`src/rtl/subq_pipe_pkg.sv`:
```
// Shared sign-magnitude fixed-point definitions for the subtract pipeline.
// Conversions work on a wide 64-bit carrier and take the live width as an argument.
package subq_pipe_pkg;

  localparam int W_DEF = 16;
  localparam int MAXW  = 64;

  localparam logic [W_DEF-2:0] SAT_MAG  = {(W_DEF-1){1'b1}};
  localparam logic [W_DEF-1:0] NEG_ZERO = {1'b1, {(W_DEF-1){1'b0}}};

  typedef enum logic {
    CONV_SM2TC = 1'b0,
    CONV_TC2SM = 1'b1
  } conv_mode_e;

  // Sign-magnitude of width w -> two's complement sign-extended to MAXW; -0 maps to 0.
  function automatic logic [MAXW-1:0] sm_to_tc(input logic [MAXW-1:0] sm, input int w);
    logic [MAXW-1:0] mag;
    mag = sm & ((64'd1 << (w - 1)) - 64'd1);
    if (sm[w-1] && (mag != 64'd0)) begin
      sm_to_tc = ~mag + 64'd1;
    end else begin
      sm_to_tc = mag;
    end
  endfunction

  // Two's complement (MAXW, sign-extended) -> {ovf, sign-magnitude of width w}, saturating.
  function automatic logic [MAXW:0] tc_to_sm(input logic [MAXW-1:0] tc, input int w);
    logic [MAXW-1:0] mag;
    logic [MAXW-1:0] max_mag;
    logic            neg;
    logic            sat;
    neg     = tc[MAXW-1];
    mag     = neg ? (~tc + 64'd1) : tc;
    max_mag = (64'd1 << (w - 1)) - 64'd1;
    sat     = (mag > max_mag);
    if (sat) begin
      mag = max_mag;
    end
    if (mag == 64'd0) begin
      neg = 1'b0;
    end
    tc_to_sm = {sat, (neg ? (mag | (64'd1 << (w - 1))) : mag)};
  endfunction

endpackage

```
`src/rtl/sm_tc_conv.sv`:
```
// Combinational sign-magnitude <-> two's complement converter with zero normalization.
// CONV_SM2TC: din[W-1:0] is SM, dout is (W+2)-bit TC. CONV_TC2SM: din is TC, dout[W-1:0] is SM.
module sm_tc_conv
  import subq_pipe_pkg::*;
#(
  parameter int         W    = W_DEF,
  parameter conv_mode_e MODE = CONV_SM2TC
) (
  input  logic [W+1:0] din,
  output logic [W+1:0] dout,
  output logic         ovf
);

  if (MODE == CONV_SM2TC) begin : g_sm2tc
    logic [MAXW-1:0] tc_s;
    logic            unused_s;

    assign tc_s     = sm_to_tc({{(MAXW-W){1'b0}}, din[W-1:0]}, W);
    assign dout     = tc_s[W+1:0];
    assign ovf      = 1'b0;
    assign unused_s = ^{tc_s[MAXW-1:W+2], din[W+1:W]};
  end else begin : g_tc2sm
    logic [MAXW:0] res_s;
    logic          unused_s;

    assign res_s    = tc_to_sm({{(MAXW-W-2){din[W+1]}}, din}, W);
    assign dout     = {2'b00, res_s[W-1:0]};
    assign ovf      = res_s[MAXW];
    assign unused_s = ^res_s[MAXW-1:W];
  end

endmodule

```
`src/rtl/subq_pipe.sv`:
```
// Two-stage sign-magnitude subtractor (diff = x - y) with valid/ready handshakes.
// S1 holds the exact (W+2)-bit two's complement difference; S2 holds the saturated SM result.
module subq_pipe
  import subq_pipe_pkg::*;
#(
  parameter int W = W_DEF
) (
  input  logic         clk,
  input  logic         rst,
  input  logic         in_valid,
  output logic         in_ready,
  input  logic [W-1:0] x,
  input  logic [W-1:0] y,
  output logic         out_valid,
  input  logic         out_ready,
  output logic [W-1:0] diff,
  output logic         ovf
);

  logic [W+1:0] x_tc_s;
  logic [W+1:0] y_tc_s;
  logic [W+1:0] d_sm_s;
  logic         d_ovf_s;
  logic         unused_x_ovf_s;
  logic         unused_y_ovf_s;
  logic         unused_hi_s;

  logic         s1_valid_r;
  logic [W+1:0] s1_diff_r;
  logic         s2_valid_r;
  logic [W-1:0] diff_r;
  logic         ovf_r;

  logic         s1_load_s;
  logic         s2_load_s;

  sm_tc_conv #(.W(W), .MODE(CONV_SM2TC)) u_conv_x (
    .din  ({2'b00, x}),
    .dout (x_tc_s),
    .ovf  (unused_x_ovf_s)
  );

  sm_tc_conv #(.W(W), .MODE(CONV_SM2TC)) u_conv_y (
    .din  ({2'b00, y}),
    .dout (y_tc_s),
    .ovf  (unused_y_ovf_s)
  );

  sm_tc_conv #(.W(W), .MODE(CONV_TC2SM)) u_conv_d (
    .din  (s1_diff_r),
    .dout (d_sm_s),
    .ovf  (d_ovf_s)
  );

  assign unused_hi_s = ^d_sm_s[W+1:W];

  assign s2_load_s = s1_valid_r && (!s2_valid_r || out_ready);
  assign s1_load_s = !rst && (!s1_valid_r || s2_load_s);
  assign in_ready  = s1_load_s;

  // S1: capture the exact difference; valid follows in_valid whenever the stage may load.
  always_ff @(posedge clk) begin
    if (rst) begin
      s1_valid_r <= 1'b0;
    end else if (s1_load_s) begin
      s1_valid_r <= in_valid;
    end
    if (s1_load_s && in_valid) begin
      s1_diff_r <= x_tc_s - y_tc_s;
    end
  end

  // S2: output register; empties on an output transfer with nothing behind it.
  always_ff @(posedge clk) begin
    if (rst) begin
      s2_valid_r <= 1'b0;
      diff_r     <= {W{1'b0}};
      ovf_r      <= 1'b0;
    end else if (s2_load_s) begin
      s2_valid_r <= 1'b1;
      diff_r     <= d_sm_s[W-1:0];
      ovf_r      <= d_ovf_s;
    end else if (out_ready) begin
      s2_valid_r <= 1'b0;
    end
  end

  assign out_valid = s2_valid_r;
  assign diff      = diff_r;
  assign ovf       = ovf_r;

endmodule

```
`config.mk`:
```
export PLATFORM = sky130hd
export DESIGN_NAME = subq_pipe
export DESIGN_NICKNAME = d
export VERILOG_FILES = /design/src/rtl/subq_pipe_pkg.sv /design/src/rtl/sm_tc_conv.sv /design/src/rtl/subq_pipe.sv
export SDC_FILE = /design/constraint.sdc
export NUM_CORES = 1
export LEC_CHECK = 0
export ABC_AREA = 1
export CORE_MARGIN = 10
export CORE_UTILIZATION = 34
export CTS_CLUSTER_DIAMETER = 40
export DETAILED_ROUTE_END_ITERATION = 6
export GPL_ROUTABILITY_DRIVEN = 0
export PLACE_DENSITY = 0.61
export REMOVE_ABC_BUFFERS = 1
export SLEW_MARGIN = 10
export SYNTH_ARGS = -nofsm -noshare
export SYNTH_HDL_FRONTEND = slang
export SYNTH_SLANG_ARGS = --single-unit
```
`constraint.sdc`:
```
create_clock -name clk -period 3.6 [get_ports clk]
set_input_delay 0.72 -clock clk [delete_from_list [all_inputs] [get_ports clk]]
set_output_delay 0.72 -clock clk [all_outputs]
set_load 0.01 [all_outputs]
```
Word-level counts from Yosys, hierarchy flattened:

Index checks and enable logic that the tools add are counted.
Widths: inputs -> output; s select.

* flip-flop bits (word level): 37
* input bits: 36
* output and inout port bits: 19
* logic and storage cells: 35

* add/subtract/negate cells: 4
* magnitude comparators: 1
* mux-type cells: 8
* bitwise operators: 3
* reductions and logical operators: 14

Operators by type and width (number)
* $mux 64: 2
* $reduce_bool 64->1: 2
* $add 64x1->64 const B: 1
* $gt 64x15->1 const B: 1
* $logic_not 64->1: 1
* $not 64->64: 1
* $add 18x1->18 const B: 2
* $mux 18: 2
* $not 15->18: 2
* $sub 18x18->18: 1
* $mux 16: 1
* $logic_and 1x1->1: 5
* $logic_not 1->1: 3
* $mux 1: 3
* $logic_or 1x1->1: 2
* $reduce_bool 2->1: 1

Depth between registers and ports, before layout:

* depth in word-level cells: 8
* depth in mapped cells: 23
* depth with buffers taken out: 23

Hierarchy:

Synthesis repeated with hierarchy kept, for this count alone.

* cell total of the unflattened synthesis: 701
* area total of the unflattened synthesis: 4167.7 µm²

By module, submodules not included
* subq_pipe: instances 1, cells an instance 302, area an instance 2247.2 µm², sequential area each 920.9 µm²
* sm_tc_conv at u_conv_d: instances 1, cells an instance 159, area an instance 744.5 µm², sequential area each 0.0 µm²
* sm_tc_conv at u_conv_x: instances 1, cells an instance 121, area an instance 588.1 µm², sequential area each 0.0 µm²
* sm_tc_conv at u_conv_y: instances 1, cells an instance 119, area an instance 588.1 µm², sequential area each 0.0 µm²

Worst setup path before layout:

Ideal clock, no wire load.

* kind: input-to-reg
* start: in x[0]
* end: reg s1_diff_r[16], data pin
* library setup time: 0.260 ns
* arrival: 3.154 ns
* data required time: 3.340 ns
* path slack: 0.186 ns
* stages: 20
* path buffers: 1
* cells stage by stage: inv_1 > ha_1 > nand3_1 > inv_1 > nand3_1 > inv_1 > nand4_1 > nand2_1 > buf_2 > nand2_1 > o21ai_0 > inv_1 > fa_1 > o21ai_1 > a21oi_1 > o21ai_0 > a21oi_1 > nor2_1 > nor2_1 > xor2_1

* longest elaborated chain between the ends: 4
* elaborated cells on any way between the ends: 6
* those cells by class: 2 x add/sub; 1 x mux; 1 x bitwise; 2 x reduce/logical

RTL lines
* start: declaration: RTL line subq_pipe.sv:12 `input logic [W-1:0] x,`
* $not 15->18 / $reduce_bool 64->1 (equally long branches): RTL line subq_pipe_pkg.sv:21, subq_pipe_pkg.sv:20
* $add 18x1->18 / $logic_and 1x1->1 (equally long branches): RTL line subq_pipe_pkg.sv:21, subq_pipe_pkg.sv:20
* $mux 18 (*): RTL line subq_pipe_pkg.sv:20 `if (sm[w-1] && (mag != 64'd0)) begin`
* $sub 18x18->18 (*): RTL line subq_pipe.sv:69 `s1_diff_r <= x_tc_s - y_tc_s;`
* end signal: assignment: RTL line subq_pipe.sv:69
* end: declaration: RTL line subq_pipe.sv:29 `logic [W+1:0] s1_diff_r;`

Every way passes the cells marked *; elsewhere a longest branch is shown, timed or not.
A chain may end at the register's enable or synchronous reset.

Worst setup path after layout:

* start: in y[7]
* end: reg s1_diff_r[16], data pin

* longest elaborated chain between the ends: 4
* elaborated cells on any way between the ends: 6
* those cells by class: 2 x add/sub; 1 x mux; 1 x bitwise; 2 x reduce/logical

RTL lines
* start: declaration: RTL line subq_pipe.sv:13 `input logic [W-1:0] y,`
* $not 15->18 / $reduce_bool 64->1 (equally long branches): RTL line subq_pipe_pkg.sv:21, subq_pipe_pkg.sv:20
* $add 18x1->18 / $logic_and 1x1->1 (equally long branches): RTL line subq_pipe_pkg.sv:21, subq_pipe_pkg.sv:20
* $mux 18 (*): RTL line subq_pipe_pkg.sv:20
* $sub 18x18->18 (*): RTL line subq_pipe.sv:69

Marked as above.

==> run summary <==
worst-path maximum fanout = 6
layout cells sized above 1 = 27.9%
count of final setup violators = 0
core area = 9370 um^2
total CTS buffers = 5
CP required = 3.63 ns
worst flop-to-flop path endpoint = diff[13]
Fin. Hold Viols = 0
First-pass DRT Iterations = 4
# IOs = 55
clk sinks = 37
syn avg cell area = 6.88 um^2
internal power = 0.00111 W
FMAX = 0.287 GHz
commonest non-fill, non-tap cell in the layout = buf_4
crit path buf inv count = 3
Sw Ratio = 34.1%
post-synthesis simple-gate area fraction = 29.0%
most frequent cells in the layout = buf_4, nand2_1, inv_1, nor2_1, clkdlybuf4s50_1
ys flop type = dfxtp_1
Syn Inst Count = 482
CTS tree = built
Row Count = 35
die area = 14100 um^2
pin count of the biggest net entering global routing = 26
mux share of post-synthesis cell area = 0%
Worst Path Arrival = 3.52 ns
number of hold buffers added after cts = 0
#FFs+latches synth = 37
ys async rst share = 0%
vias after detailed routing = 3515
EDFF count, synth = 18
cell mode on critical path = nor2_1
slew margin rel. = 47.7%
# diodes = 0
fin crit period = 3.48 ns
vias in the first global route = 3574
status = finished, final reports clean
dpl hpwl = 7190 um
DRT iter0 DRCs = 149
hold path cells = 2
Root Buffer = clkbuf_8
GRT Util Overall = 11.7%
Synth cell types = 40
largest family of logic cells by synthesized area = simple AND/OR/NAND/NOR gates
Total Power = 0.00169 W
IO Port Bufs = 54
first-pass GRT wire length = 14800 um
clock-pin slew on the worst setup and hold paths = 0.07 ns
initial antenna violation count = 0
Fill cells = 921
Initial Utilization = 35.4%
Hold Crit Class = flop to flop
H-tree lvl count = 2
R2R Setup Slk = 1.48 ns
wire length per cell = 11.3 um
Pleak = 2.50 nW
Nets = 695
Die Y = 119 um
worst r2r path cells = 13
delay-heaviest family, CP = simple AND/OR/NAND/NOR gates
Compound-Gate Fraction of Synth Area = 13.5%
pin slew with the least headroom to its limit = 0.784 ns
worst-skew pair later-pin latency = 0.28 ns
Routed Antenna Nets = 0
adder-cell share of the synthesized area = 8.15%
sw power = 0.000576 W
RR Startpoint = s1_diff_r[0]
maximum root-to-sink buffer count = 2
Seq/Total Area, Yosys = 27.8%
Pwr Density = 329 nW/um^2
Die Span X = 119 um
xor-xnor portion of the synthesized cell area = 11.1%
total gr overflow = 0
sequential power share = 32.4%
Total Wirelength = 8710 um
power share of the clock group = 18.0%
Area Overhead vs Synth = 54.9%
CP Capture Type = flop
final hold slack = 0.480 ns
VDD IR max = 0.148 mV
vias per cell = 4.58
dpl cells = 751
yosys warns = 0
CP Class = input pin to flop
Max stage delay on crit path = 0.43 ns
Slew Limit Fails = 0
Hold Path Sink = diff[15]
post-synthesis cell area = 3310 um^2
TNS Setup = 0 ns
Final Non-Filler Cells = 768
Max Cap Violations = 0
Worst setup SP type = input pin
Clock Skews = 0.00450 ns
combinational group share of total power = 49.6%
Post-route DRC = 0
period utilization = 96.7%
crit path max-delay cell type = clkdlybuf4s50_1
Hold Crit Start = diff[15]
crit-path cells = clkdlybuf4s50_1 > nor2_2 > nand3_2 > nor2_4 > nand2_2 > o21ai_4 > nand2_4 > inv_6 > buf_4 > nor2_1 > xnor2_1 > ha_1 > nand2_2 > nor2_4 > nand4_1 > o21ai_2 > a21oi_1 > nor2_1 > nor2_1 > xor2_1
## worst reg2reg max path, delay by kind of cell, from the launching register on
family	cells	cell delay (ns)
compound gates	2	0.35
flops	1	0.42
simple gates	6	0.61
fa+ha+maj	1	0.21
buf+inv	4	0.43
## Yosys cell counts (2+ instances only)
cell type | n | area, um^2
a31oi_1 | 2 | 12.5
nand4_1 | 3 | 18.8
xnor2_1 | 15 | 131
nor3_2 | 2 | 20.0
nand2_1 | 103 | 387
nand3_1 | 39 | 195
dfxtp_1 | 19 | 380
o211ai_1 | 12 | 90.1
nor2_2 | 5 | 31.3
buf_2 | 6 | 30.0
o21ai_4 | 2 | 32.5
inv_2 | 3 | 11.3
o31ai_1 | 4 | 30.0
xor2_1 | 27 | 236
o21ai_0 | 20 | 100
nor3_1 | 9 | 45.0
nand2_4 | 2 | 22.5
o21ai_1 | 3 | 15.0
inv_1 | 75 | 282
a21oi_1 | 24 | 120
edfxtp_1 | 18 | 541
ha_1 | 20 | 250
nor2_1 | 52 | 195
## final cells by class
class / instances / area, um^2 / share of cell area (%)
sequential: 37 / 921 / 17.9
timing repair buffer: 158 / 1360 / 26.4
multi-input combinational: 357 / 2290 / 44.7
inverter: 79 / 302 / 5.87
clock buffer: 7 / 96.3 / 1.88
tap: 129 / 161 / 3.14
clock inverter: 1 / 5.00 / 0.0975
## metrics by stage
step           area [um^2]  util [%]  setup slack, ns
6_report              5130      54.8            0.118
5_1_grt               5130      54.8          -0.0170
4_1_cts               4850      51.7          -0.0131
3_5_place_dp          4680      49.9           -0.507
3_3_place_gp          4680      49.9           -0.510
2_1_floorplan         3270         -            0.196
## cell families after synthesis
kind of cell             count (synthesis)
flip-flops                              37
buffers and inverters                   88
AND/OR/NAND/NOR                        221
XOR/XNOR                                42
adder cells (fa/ha/maj)                 21
AO/OA/AOI/OAI                           73
## how the worst max path moves through the flow
stage	startpoint	to	slack (ns)	cells past startpoint
2_1_floorplan	x[0]	s1_diff_r[16]	0.20	18
3_3_place_gp	y[0]	s1_diff_r[17]	-0.51	21
3_5_place_dp	y[1]	s1_diff_r[15]	-0.51	23
4_1_cts	y[1]	s1_diff_r[15]	-0.01	22
5_1_grt	y[7]	s1_diff_r[16]	-0.02	20
6_report	y[7]	s1_diff_r[16]	0.12	20
## timing repair
action,CTS,global route
pin swaps,3,32
buffers inserted,1,8
setup endpoints to repair,9,12
resized for setup,16,64
## state kept, by name (all words and copies together) (netlist names)
| signal | flops |
|---|---|
| diff | 16 |
| s1_valid_r | 1 |
| out_valid | 1 |
| s1_diff_r | 18 |
| ovf | 1 |
## power groups by stage
stage	Combinational, W	Sequential, W	Clock (W)
2_1_floorplan	0.000386	0.000556	0
5_1_grt	0.000926	0.000555	0.000338
4_1_cts	0.000753	0.000548	0.000316
3_3_place_gp	0.000709	0.000555	0
6_report	0.000837	0.000548	0.000303
3_5_place_dp	0.000722	0.000557	0
## per-layer routing
metal  vias to the layer above  track usage [%]  wire length, um
li1                       1885                -                -
met1                      1533             13.6             3930
met3                        12             3.19              443
met5                         -                0                0
met4                         0             3.82               74
met2                        85             20.5             4260
No activity file was read; power rests on OpenSTA's default activity.
